### src/rtl/mipsfpga_ahb_micros_alarm.sv
// mipsfpga_ahb_micros_alarm
//
// AHB-Lite slave that exposes the free-running microseconds count to the CPU
// and adds a compare/alarm unit: a COMPARE register, an optional periodic
// reload by PERIOD, sticky MATCH/OVERRUN status and a level interrupt.
//
// Register map (HADDR[4:2]):
//   0 COUNT   RO   current micros
//   1 COMPARE RW
//   2 CTRL    RW   bit0 EN, bit1 IE, bit2 PERIODIC
//   3 STATUS  W1C  bit0 MATCH, bit1 OVERRUN
//   4 PERIOD  RW
//   5-7       read 0, writes ignored
//
// Ports:
//   clk, resetn          clock, asynchronous active-low reset
//   micros               free-running 32-bit microseconds count (clk domain)
//   HSEL/HADDR/HTRANS/HWRITE/HREADY/HWDATA   AHB-Lite slave inputs
//   HRDATA/HREADYOUT/HRESP                   AHB-Lite slave outputs
//   irq                  level interrupt, MATCH & IE, driven from a flop
module mipsfpga_ahb_micros_alarm #(
    parameter logic [31:0] RELOAD_RESET = 32'h0000_0000
) (
    input  logic        clk,
    input  logic        resetn,
    input  logic [31:0] micros,
    input  logic        HSEL,
    input  logic [31:0] HADDR,
    input  logic [1:0]  HTRANS,
    input  logic        HWRITE,
    input  logic        HREADY,
    input  logic [31:0] HWDATA,
    output logic [31:0] HRDATA,
    output logic        HREADYOUT,
    output logic        HRESP,
    output logic        irq
);

    localparam int DATA_W = 32;

    localparam logic [2:0] A_COUNT   = 3'd0;
    localparam logic [2:0] A_COMPARE = 3'd1;
    localparam logic [2:0] A_CTRL    = 3'd2;
    localparam logic [2:0] A_STATUS  = 3'd3;
    localparam logic [2:0] A_PERIOD  = 3'd4;

    // Modulo-2^32 addition; the alarm schedule is allowed to wrap.
    function automatic logic [DATA_W-1:0] wrap_add(input logic [DATA_W-1:0] a,
                                                   input logic [DATA_W-1:0] b);
        return a + b;
    endfunction

    // Address-phase capture
    logic [2:0]        addr_p1;
    logic              write_p1;
    logic              vld_p1;

    // Alarm state
    logic [DATA_W-1:0] micros_q;
    logic [DATA_W-1:0] compare;
    logic [DATA_W-1:0] period;
    logic              ctrl_en;
    logic              ctrl_ie;
    logic              ctrl_per;
    logic              sts_match;
    logic              sts_overrun;

    logic [DATA_W-1:0] compare_nxt;
    logic              match_nxt;
    logic              overrun_nxt;
    logic              ie_nxt;
    logic              match_evt;
    logic              wr_compare;
    logic              wr_ctrl;
    logic              wr_status;
    logic              wr_period;

    logic              unused_bits;
    assign unused_bits = ^{HADDR[31:5], HADDR[1:0], HTRANS[0]};

    assign HREADYOUT = 1'b1;
    assign HRESP     = 1'b0;

    // Stage p0 -> p1: address phase latches the transfer
    always_ff @(posedge clk or negedge resetn) begin
        if (!resetn) begin
            addr_p1  <= 3'd0;
            write_p1 <= 1'b0;
            vld_p1   <= 1'b0;
        end else begin
            vld_p1 <= HSEL & HTRANS[1] & HREADY;
            if (HSEL & HTRANS[1] & HREADY) begin
                addr_p1  <= HADDR[4:2];
                write_p1 <= HWRITE;
            end
        end
    end

    // Data phase: write decode, match detection and next-state
    always_comb begin
        wr_compare = vld_p1 & write_p1 & (addr_p1 == A_COMPARE);
        wr_ctrl    = vld_p1 & write_p1 & (addr_p1 == A_CTRL);
        wr_status  = vld_p1 & write_p1 & (addr_p1 == A_STATUS);
        wr_period  = vld_p1 & write_p1 & (addr_p1 == A_PERIOD);

        // Only a count that newly arrives at COMPARE fires; a held count or a
        // COMPARE write equal to the present count does not.
        match_evt = ctrl_en & (micros == compare) & (micros != micros_q);

        // A new match beats a simultaneous W1C of MATCH, and then it is not
        // an overrun because software has just serviced the previous one.
        match_nxt   = match_evt | (sts_match & ~(wr_status & HWDATA[0]));
        overrun_nxt = (match_evt & sts_match & ~(wr_status & HWDATA[0]))
                    | (sts_overrun & ~(wr_status & HWDATA[1]));

        // CPU write to COMPARE takes priority over the periodic reload.
        compare_nxt = compare;
        if (wr_compare)
            compare_nxt = HWDATA;
        else if (match_evt & ctrl_per)
            compare_nxt = wrap_add(compare, period);

        ie_nxt = wr_ctrl ? HWDATA[1] : ctrl_ie;
    end

    // Stage p1 -> p2: register update
    always_ff @(posedge clk or negedge resetn) begin
        if (!resetn) begin
            micros_q    <= '0;
            compare     <= '0;
            period      <= RELOAD_RESET;
            ctrl_en     <= 1'b0;
            ctrl_ie     <= 1'b0;
            ctrl_per    <= 1'b0;
            sts_match   <= 1'b0;
            sts_overrun <= 1'b0;
            irq         <= 1'b0;
        end else begin
            micros_q    <= micros;
            compare     <= compare_nxt;
            sts_match   <= match_nxt;
            sts_overrun <= overrun_nxt;
            irq         <= match_nxt & ie_nxt;
            if (wr_period)
                period <= HWDATA;
            if (wr_ctrl) begin
                ctrl_en  <= HWDATA[0];
                ctrl_ie  <= HWDATA[1];
                ctrl_per <= HWDATA[2];
            end
        end
    end

    // Read mux: combinational from the latched address and live state
    always_comb begin
        HRDATA = '0;
        if (vld_p1 & ~write_p1) begin
            case (addr_p1)
                A_COUNT:   HRDATA = micros;
                A_COMPARE: HRDATA = compare;
                A_CTRL:    HRDATA = {29'd0, ctrl_per, ctrl_ie, ctrl_en};
                A_STATUS:  HRDATA = {30'd0, sts_overrun, sts_match};
                A_PERIOD:  HRDATA = period;
                default:   HRDATA = '0;
            endcase
        end
    end

endmodule
### config.mk
export PLATFORM = sky130hd
export DESIGN_NAME = mipsfpga_ahb_micros_alarm
export DESIGN_NICKNAME = d
export VERILOG_FILES = /design/src/rtl/mipsfpga_ahb_micros_alarm.sv
export SDC_FILE = /design/constraint.sdc
export NUM_CORES = 1
export LEC_CHECK = 0
export CAP_MARGIN = 40
export CORE_MARGIN = 4
export CORE_UTILIZATION = 25
export CTS_CLUSTER_SIZE = 25
export DETAILED_ROUTE_END_ITERATION = 10
export PLACE_DENSITY = 0.51
export SYNTH_ARGS = -nofsm -noshare
export SYNTH_HDL_FRONTEND = slang
export SYNTH_SLANG_ARGS = --single-unit
### constraint.sdc
create_clock -name clk -period 3.7 [get_ports clk]
set_clock_uncertainty 0.05 [all_clocks]
set_input_delay 0.555 -clock clk [delete_from_list [all_inputs] [get_ports clk]]
set_output_delay 0.555 -clock clk [all_outputs]
set_load 0.05 [all_outputs]
==> results.md, run 1 <==
* Outcome: completed
* Leakage at between 3 and 4 nW
* #FFs+latches synth at between 100 and 150
* PortBufs at 105
* First DRT Iteration DRCs at 457
* # nets final at 1005
* GRT Residual Overflow at 0
* Post-synth net total at 895
* Chip height at roughly 180 µm
* Pre-antenna DRT Iters at 5
* R2R Path Start: compare[1]
* Core Box Area at 0.0279 mm²
* Pre-CTS WS at 0.288 ns
* Post-route setup slack at 0.496 ns
* First-pass GRT wire length at 36100 µm
* Share of cells above drive strength 1 at between 10 and 15%
* Post-CTS Resized at 0
* Largest fanout on the critical path at 5
* Post-layout min period at 3.20 ns
* Commonest cells after routing, fill and taps aside: dfrtp_1, nor2_1, clkdlybuf4s50_1
* Unrepaired setup endpoints after global routing: false
* Num CTS Buffers at 9
* Sequential element share of the synthesized area at 37.6%
* Final hold vios at 0
* Clock root buffer: clkbuf_16
* Post-CTS Repair Setup Buffers at 0
* Slew Limit Fails at 0
* Routed Antenna Nets at 0
* Kind of critical path: register to register
* Gpl congestion at ~0.88
* Met1 GRT Util at 20.3%
* Clock sinks at approximately 110
* Asr flop ratio synth at between 90% and 100%
* Hold WC Path Type: input pin to asynchronous set/reset pin
* DRC at 0
* Number of enable flip-flop cells after synthesis at 0
* Kind of end point of the critical path: register
* Clock Pin Slew Worst Setup and Hold Paths at 0.08 ns
* Period Utilization, post-route at slightly below 90%
* Worst reg2reg path endpoint: compare[29]
* Reg2Reg Depth at 10
* Routed WL at 23400 µm
* Max clock buf depth at 2
* # H-tree levels at 3
* Crit path DAT at 3.45 ns
* Busiest grt layer: met2
* Worst Path Required at 3.94 ns
* Placed Area at 0.00872 mm²
* Rows at 61
* PwrDens at 589 mW/mm²
* Area growth syn-to-layout at 26.7%
* Largest net degree at the start of global routing at 59
* Setup TNS Final at 0 ns
* All-layer global routing usage at roughly 15%
* Worst slew pin tran at roughly 0.8 ns
* Met3 global-route usage at under 10%
* Max-cap violations at 0
* Die ar. at 0.0313 mm²
* Hpwl dp at 18200 µm
* Clock Latency Late Sink at approximately 0.36 ns
* Yosys warns at 0
* Multi-input gate area at 0.00425 mm²
* Total chip power at 5.31 mW
* VDD IR max at 0.000239 V
* Worst Setup Start Kind: register
* Mean Syn Cell Area at about 9.4 µm²
* # IOs at 138
* WL/cell at approximately 19 µm
* Slew margin rel. at 46.4%
* Unique masters post-synth at 57
* Area of the mapped netlist at 0.00712 mm²
* N_diodes at 0
* Die width at around 180 µm
* Max Clk Rate at 312 MHz
* Register area at 0.00268 mm²
* Starting Density at 25.5%
* Routed vias at 6012
* Cts hold-fix bufs at 0
* GR Layer Usage met2 at 24.5%
* Filler cells at between 2000 and 3000
* Final instance area at 0.00902 mm²
* Initial antenna violation count at 0
* Final setup violation count at 0
* Gate Count Post-Synth at 760
* Routed vias/inst at roughly 4.8
* Number of global-route vias before repair at 6059
* Reg2reg setup slack at a little under 0.5 ns
* CP Launch Point: compare[1]
* Leading cell type in the layout, fill and taps excluded: dfrtp_1
* Post-synth top flop: dfrtp_1
* TritonCTS clock tree: yes
metal layers:
layer | part of all wire (%) | wire length, µm
met1 | 46 | 10700
met2 | 47 | 10900
met3 | 6.1 | 1430
met4 | 1.2 | 280
met5 | 0 | 0
how the worst max path moves through the flow:
stage / endpoint / slack [ns] / cells after the start
floorplan: HRDATA[21] / 0.88 / 6
global placement: compare[14] / 0.29 / 11
detailed placement: compare[6] / 0.29 / 11
CTS: HRDATA[11] / 0.45 / 5
global route: HRDATA[14] / 0.19 / 5
finish: compare[29] / 0.50 / 10
critical path, cell delays in order, from the launching register on:
cell and delay, ns:
dfrtp_1 0.46, ha_1 0.34, a211o_1 0.29, a211oi_2 0.37, o21bai_1 0.16, a21oi_1 0.32, o211ai_1 0.27, a221oi_1 0.47
xnor2_1 0.17, mux2i_1 0.09, a21oi_1 0.15
cells in the mapped netlist (3+ instances only):
cell,number,share of area [%]
or2_2,4,0.35
dfrtp_1,107,38
xor2_1,24,3.0
a21oi_1,70,4.9
nand3_1,10,0.70
a21o_1,16,1.7
nor4_1,6,0.53
o21bai_1,4,0.42
buf_4,6,0.63
nor3_1,3,0.21
nand2_1,49,2.6
o21ai_0,28,2.0
o21a_1,3,0.32
inv_1,9,0.47
xnor2_1,67,8.2
mux2_2,41,6.5
buf_1,7,0.37
a211o_1,3,0.37
and3_1,6,0.53
ha_1,31,5.4
o21ai_1,14,0.98
o211ai_1,5,0.53
nor2b_1,4,0.35
clkbuf_1,26,1.4
a31oi_1,7,0.61
nor2_1,90,4.7
mux2i_1,57,8.0
o2111ai_1,3,0.37
a22oi_1,4,0.42
and2_1,3,0.26
nand4_1,18,1.6
stage by stage:
stage | util [%] | hold WS (ns) | instances
after floorplan | - | 0.209 | 760
after global placement | 31.2 | 0.433 | 1237
after detailed placement | 31.2 | 0.440 | 1237
after CTS | 32.3 | 0.258 | 1252
after global routing | 32.3 | 0.287 | 1252
final | 32.3 | 0.222 | 1252
layout make-up:
class	count	share of cell area, %
multi-input cells	604	47.1
flip-flops and latches	107	29.7
repair buffers	138	14.2
well taps	378	5.24
clock buffers	10	2.65
clock inverters	5	0.693
inverters	10	0.416
sequential cells by signal, summed over array words and instances, names as in the netlist, 3 cells and up:
register	flops
period	32
addr_p1	3
compare	32
micros_q	32
kinds of logic (layout without fill, tap and decap cells):
logic type                 count (synthesis)  count (layout)  share of synthesized area (%)
AOI/OAI and AO/OA                        177             177                           15.0
xor gates and xnor gates                  91              91                           11.2
adders and majority gates                 32              32                           5.73
buffers and inverters                     49             163                           2.90
DFF                                      107             107                           37.6
muxes                                     98              98                           14.5
other                                      2               2                          0.105
and+or+nand+nor                          204             204                           13.0
where the power goes:
group          internal (mW)  leakage [nW]  total (mW)  switching, mW
logic                   1.14          2.35        2.57           1.43
registers               1.42          1.30        1.72          0.306
clock network          0.546         0.146        1.02          0.470
total                   3.10          3.80        5.31           2.21
Power figures use the tool's default switching activity.
==> run 2, diff against run 1 <==
- GPL_TIMING_DRIVEN: unset -> 1
==> results of run 2 <==
Same layout as run 1: the final DEF is identical, and so are final timing and power.
==> run 3, diff against run 2 <==
- CORE_UTILIZATION: 25 -> 53
- PLACE_DENSITY: 0.51 -> 0.88
==> run 3 against run 2 <==
  * Routed wire length fell by 11%
  * Power rose by 0.89%
  * Die area is 51% lower
  * Sequential power about the same
  * Via count up 5.7%
  * Global-route usage up 13 points
  * Design area is 2.8% lower
  * Hold slack better by 0.23 ns
  * Critical endpoint is now HRDATA[16]
  * Sequential share of layout area increased by 0.86 points
  * Sequential cell count unchanged
  * Largest cell class unchanged
  * Cell count down 16%
  * Worst setup slack worse by 0.057 ns
==> results.md, run 3 (same netlist as run 1, synthesis figures left out) <==
* Outcome: completed
* Final instance area at 0.00877 mm² (-2.8%)
* PwrDens at 611 mW/mm² (+3.8%)
* Max-cap violations at 0 (unchanged)
* Worst path cell trace: nor2_1, o21ai_0, or2_2, nor2_1, buf_4
* Cells on Worst Hold Path at 1
* Critical path's top delay family: simple AND/OR/NAND/NOR gates
* Post-layout min period at 3.26 ns (+0.0568 ns)
* Die width at 124 µm (-30%)
* Initial antenna violation count at 0 (unchanged)
* Filler cells at 1023 (-66%)
* Clock Latency Late Sink at 0.37 ns (about the same)
* Gpl congestion at 0.986 (+12%)
* Num CTS Buffers at 9 (unchanged)
* Clock root buffer: clkbuf_16
* Largest fanout on the critical path at 29 (+24)
* Area growth syn-to-layout at 23.1%
* Crit-path max cell delay at 0.75 ns (+0.28 ns)
* Routed vias at 6357 (+5.7%)
* Worst reg2reg path endpoint: compare[29]
* Post-CTS Resized at 0 (unchanged)
* Max clock buf depth at 2 (unchanged)
* Leading cell type in the layout, fill and taps excluded: dfrtp_1
* # H-tree levels at 3 (unchanged)
* GRT Residual Overflow at 0 (unchanged)
* Core Box Area at 0.0132 mm² (-53%)
* Share of cells above drive strength 1 at 14.5% (-0.51 points)
* PortBufs at 105 (unchanged)
* Hpwl dp at 15700 µm (-14%)
* Hold WC Path Type: register to register
* Slowest CP cell: dfrtp_1
* Pre-CTS WS at 0.281 ns (-0.00722 ns)
* TritonCTS clock tree: yes
* Crit path top cell by count: nor2_1
* Clock sinks at 107 (unchanged)
* Non-Filler Instances at 1047 (-16%)
* Routed vias/inst at 6.07 (+26%)
* Slew margin rel. at 43.6% (-2.8 points)
* First-pass GRT wire length at 33000 µm (-8.7%)
* Routed WL at 20800 µm (-11%)
* # IOs at 138 (unchanged)
* Largest net degree at the start of global routing at 62 (+5.1%)
* Period Utilization, post-route at 88.1% (+1.5 points)
* Kind of end point of the critical path: output port
* Final hold vios at 0 (unchanged)
* Number of global-route vias before repair at 6290 (+3.8%)
* Reg2Reg Depth at 10 (unchanged)
* Routed Antenna Nets at 0 (unchanged)
* Placed Cells at 1029 (-17%)
* Post-route setup slack at 0.440 ns (-0.0568 ns)
* All-layer global routing usage at 28.2% (+13 points)
* Starting Density at 54.0% (+28 points)
* Kind of critical path: register to output port
* Min-Delay Startpoint: sts_overrun
* Max Clk Rate at 307 MHz (-1.7%)
* Pre-antenna DRT Iters at 7 (+2)
* Final setup violation count at 0 (unchanged)
* Clock Pin Slew Worst Setup and Hold Paths at 0.07 ns (about the same)
* Commonest cells after routing, fill and taps aside: dfrtp_1, nor2_1, clkdlybuf4s50_1
* Die ar. at 0.0154 mm² (-51%)
* Worst slew pin tran at 0.834 ns (+0.0416 ns)
* Rows at 42 (-31%)
* Setup TNS Final at 0 ns (unchanged)
* Worst Path Required at 3.09 ns (-0.85 ns)
* VDD IR max at 0.000279 V (+17%)
* WL/cell at 19.9 µm (+6.7%)
* Top flop regs: compare x32, micros_q x32, period x32
* Hold EP: sts_overrun
* Chip height at 124 µm (-30%)
* Total chip power at 5.36 mW (+0.89%)
* Unrepaired setup endpoints after global routing: false
* Worst Setup Start Kind: register
* Register area at 0.00268 mm² (unchanged)
* Hold_ws at 0.452 ns (+0.230 ns)
* Reg2reg setup slack at 0.48 ns (-0.02 ns)
* R2R Path Start: compare[1]
* Multi-input gate area at 0.00425 mm² (unchanged)
* Leakage at 3.79 nW (-0.29%)
* Slew Limit Fails at 0 (unchanged)
* Crit path DAT at 2.66 ns (-0.79 ns)
* Core Util, Final at 66.5% (+34 points)
* # nets final at 1000 (-0.50%)
* Placed Area at 0.00843 mm² (-3.3%)
* Crit path buffers/inverters at 1 (+1)
* DRC at 0 (unchanged)
* First DRT Iteration DRCs at 570 (+25%)
[run 3: changes by cell type in the layout (fill, tap and decap cells not counted)]
| cell | delta |
|---|---|
| buf_4 | -6 |
| buf_12 | -1 |
| buf_16 | +1 |
| bufinv_16 | +1 |
| clkbuf_8 | -1 |
| clkinv_4 | +1 |
| diode_2 | +1 |
| dlygate4sd3_1 | +1 |
[run 3: layout make-up]
cell class                      instances  share of cell area [%]
Multi-Input combinational cell        604                    48.5
Sequential cell                       107                    30.6
Timing Repair Buffer                  133                    14.3
Clock buffer                            9                    2.57
Tap cell                              176                    2.51
Clock inverter                          7                    1.16
Inverter                               10                   0.428
Antenna cell                            1                  0.0285
[run 3: worst reg2reg max path: cells and delay by family (launching register included)]
family / cells / cell delay [ns]
mux: 1 / 0.17
fa+ha+maj: 1 / 0.35
xor+xnor: 1 / 0.11
flops: 1 / 0.47
compound gates: 7 / 1.94
[run 3: routing by layer]
layer  part of all wire, %  up-vias  GRT usage, %
li1                      -     2916             -
met1                    42     3096          37.5
met2                    46      301          44.6
met3                   9.0       44          7.77
met4                   2.6        0          9.58
met5                     0        -             0
[run 3: power breakdown]
part	leakage (nW)	internal (mW)	switching, mW
clock	0.158	0.599	0.467
combinational	2.33	1.13	1.42
sequential	1.30	1.42	0.317
total	3.79	3.15	2.21
[run 3: timing repair]
item / CTS / global route
hold buffers: 1 / 0
endpoints found under the hold margin: 11 / 0
setup buffers: 0 / 0
[run 3: worst max path at each step]
stage                           from           to  slack, ns  cells after the start
final                     addr_p1[0]   HRDATA[16]       0.44                      5
after global routing      addr_p1[0]   HRDATA[18]       0.27                      5
after CTS                 addr_p1[0]   HRDATA[16]       0.43                      5
after detailed placement  micros[15]  compare[14]       0.28                     11
after global placement    micros[15]  compare[19]       0.43                     11
after floorplan           addr_p1[0]   HRDATA[21]       0.88                      6
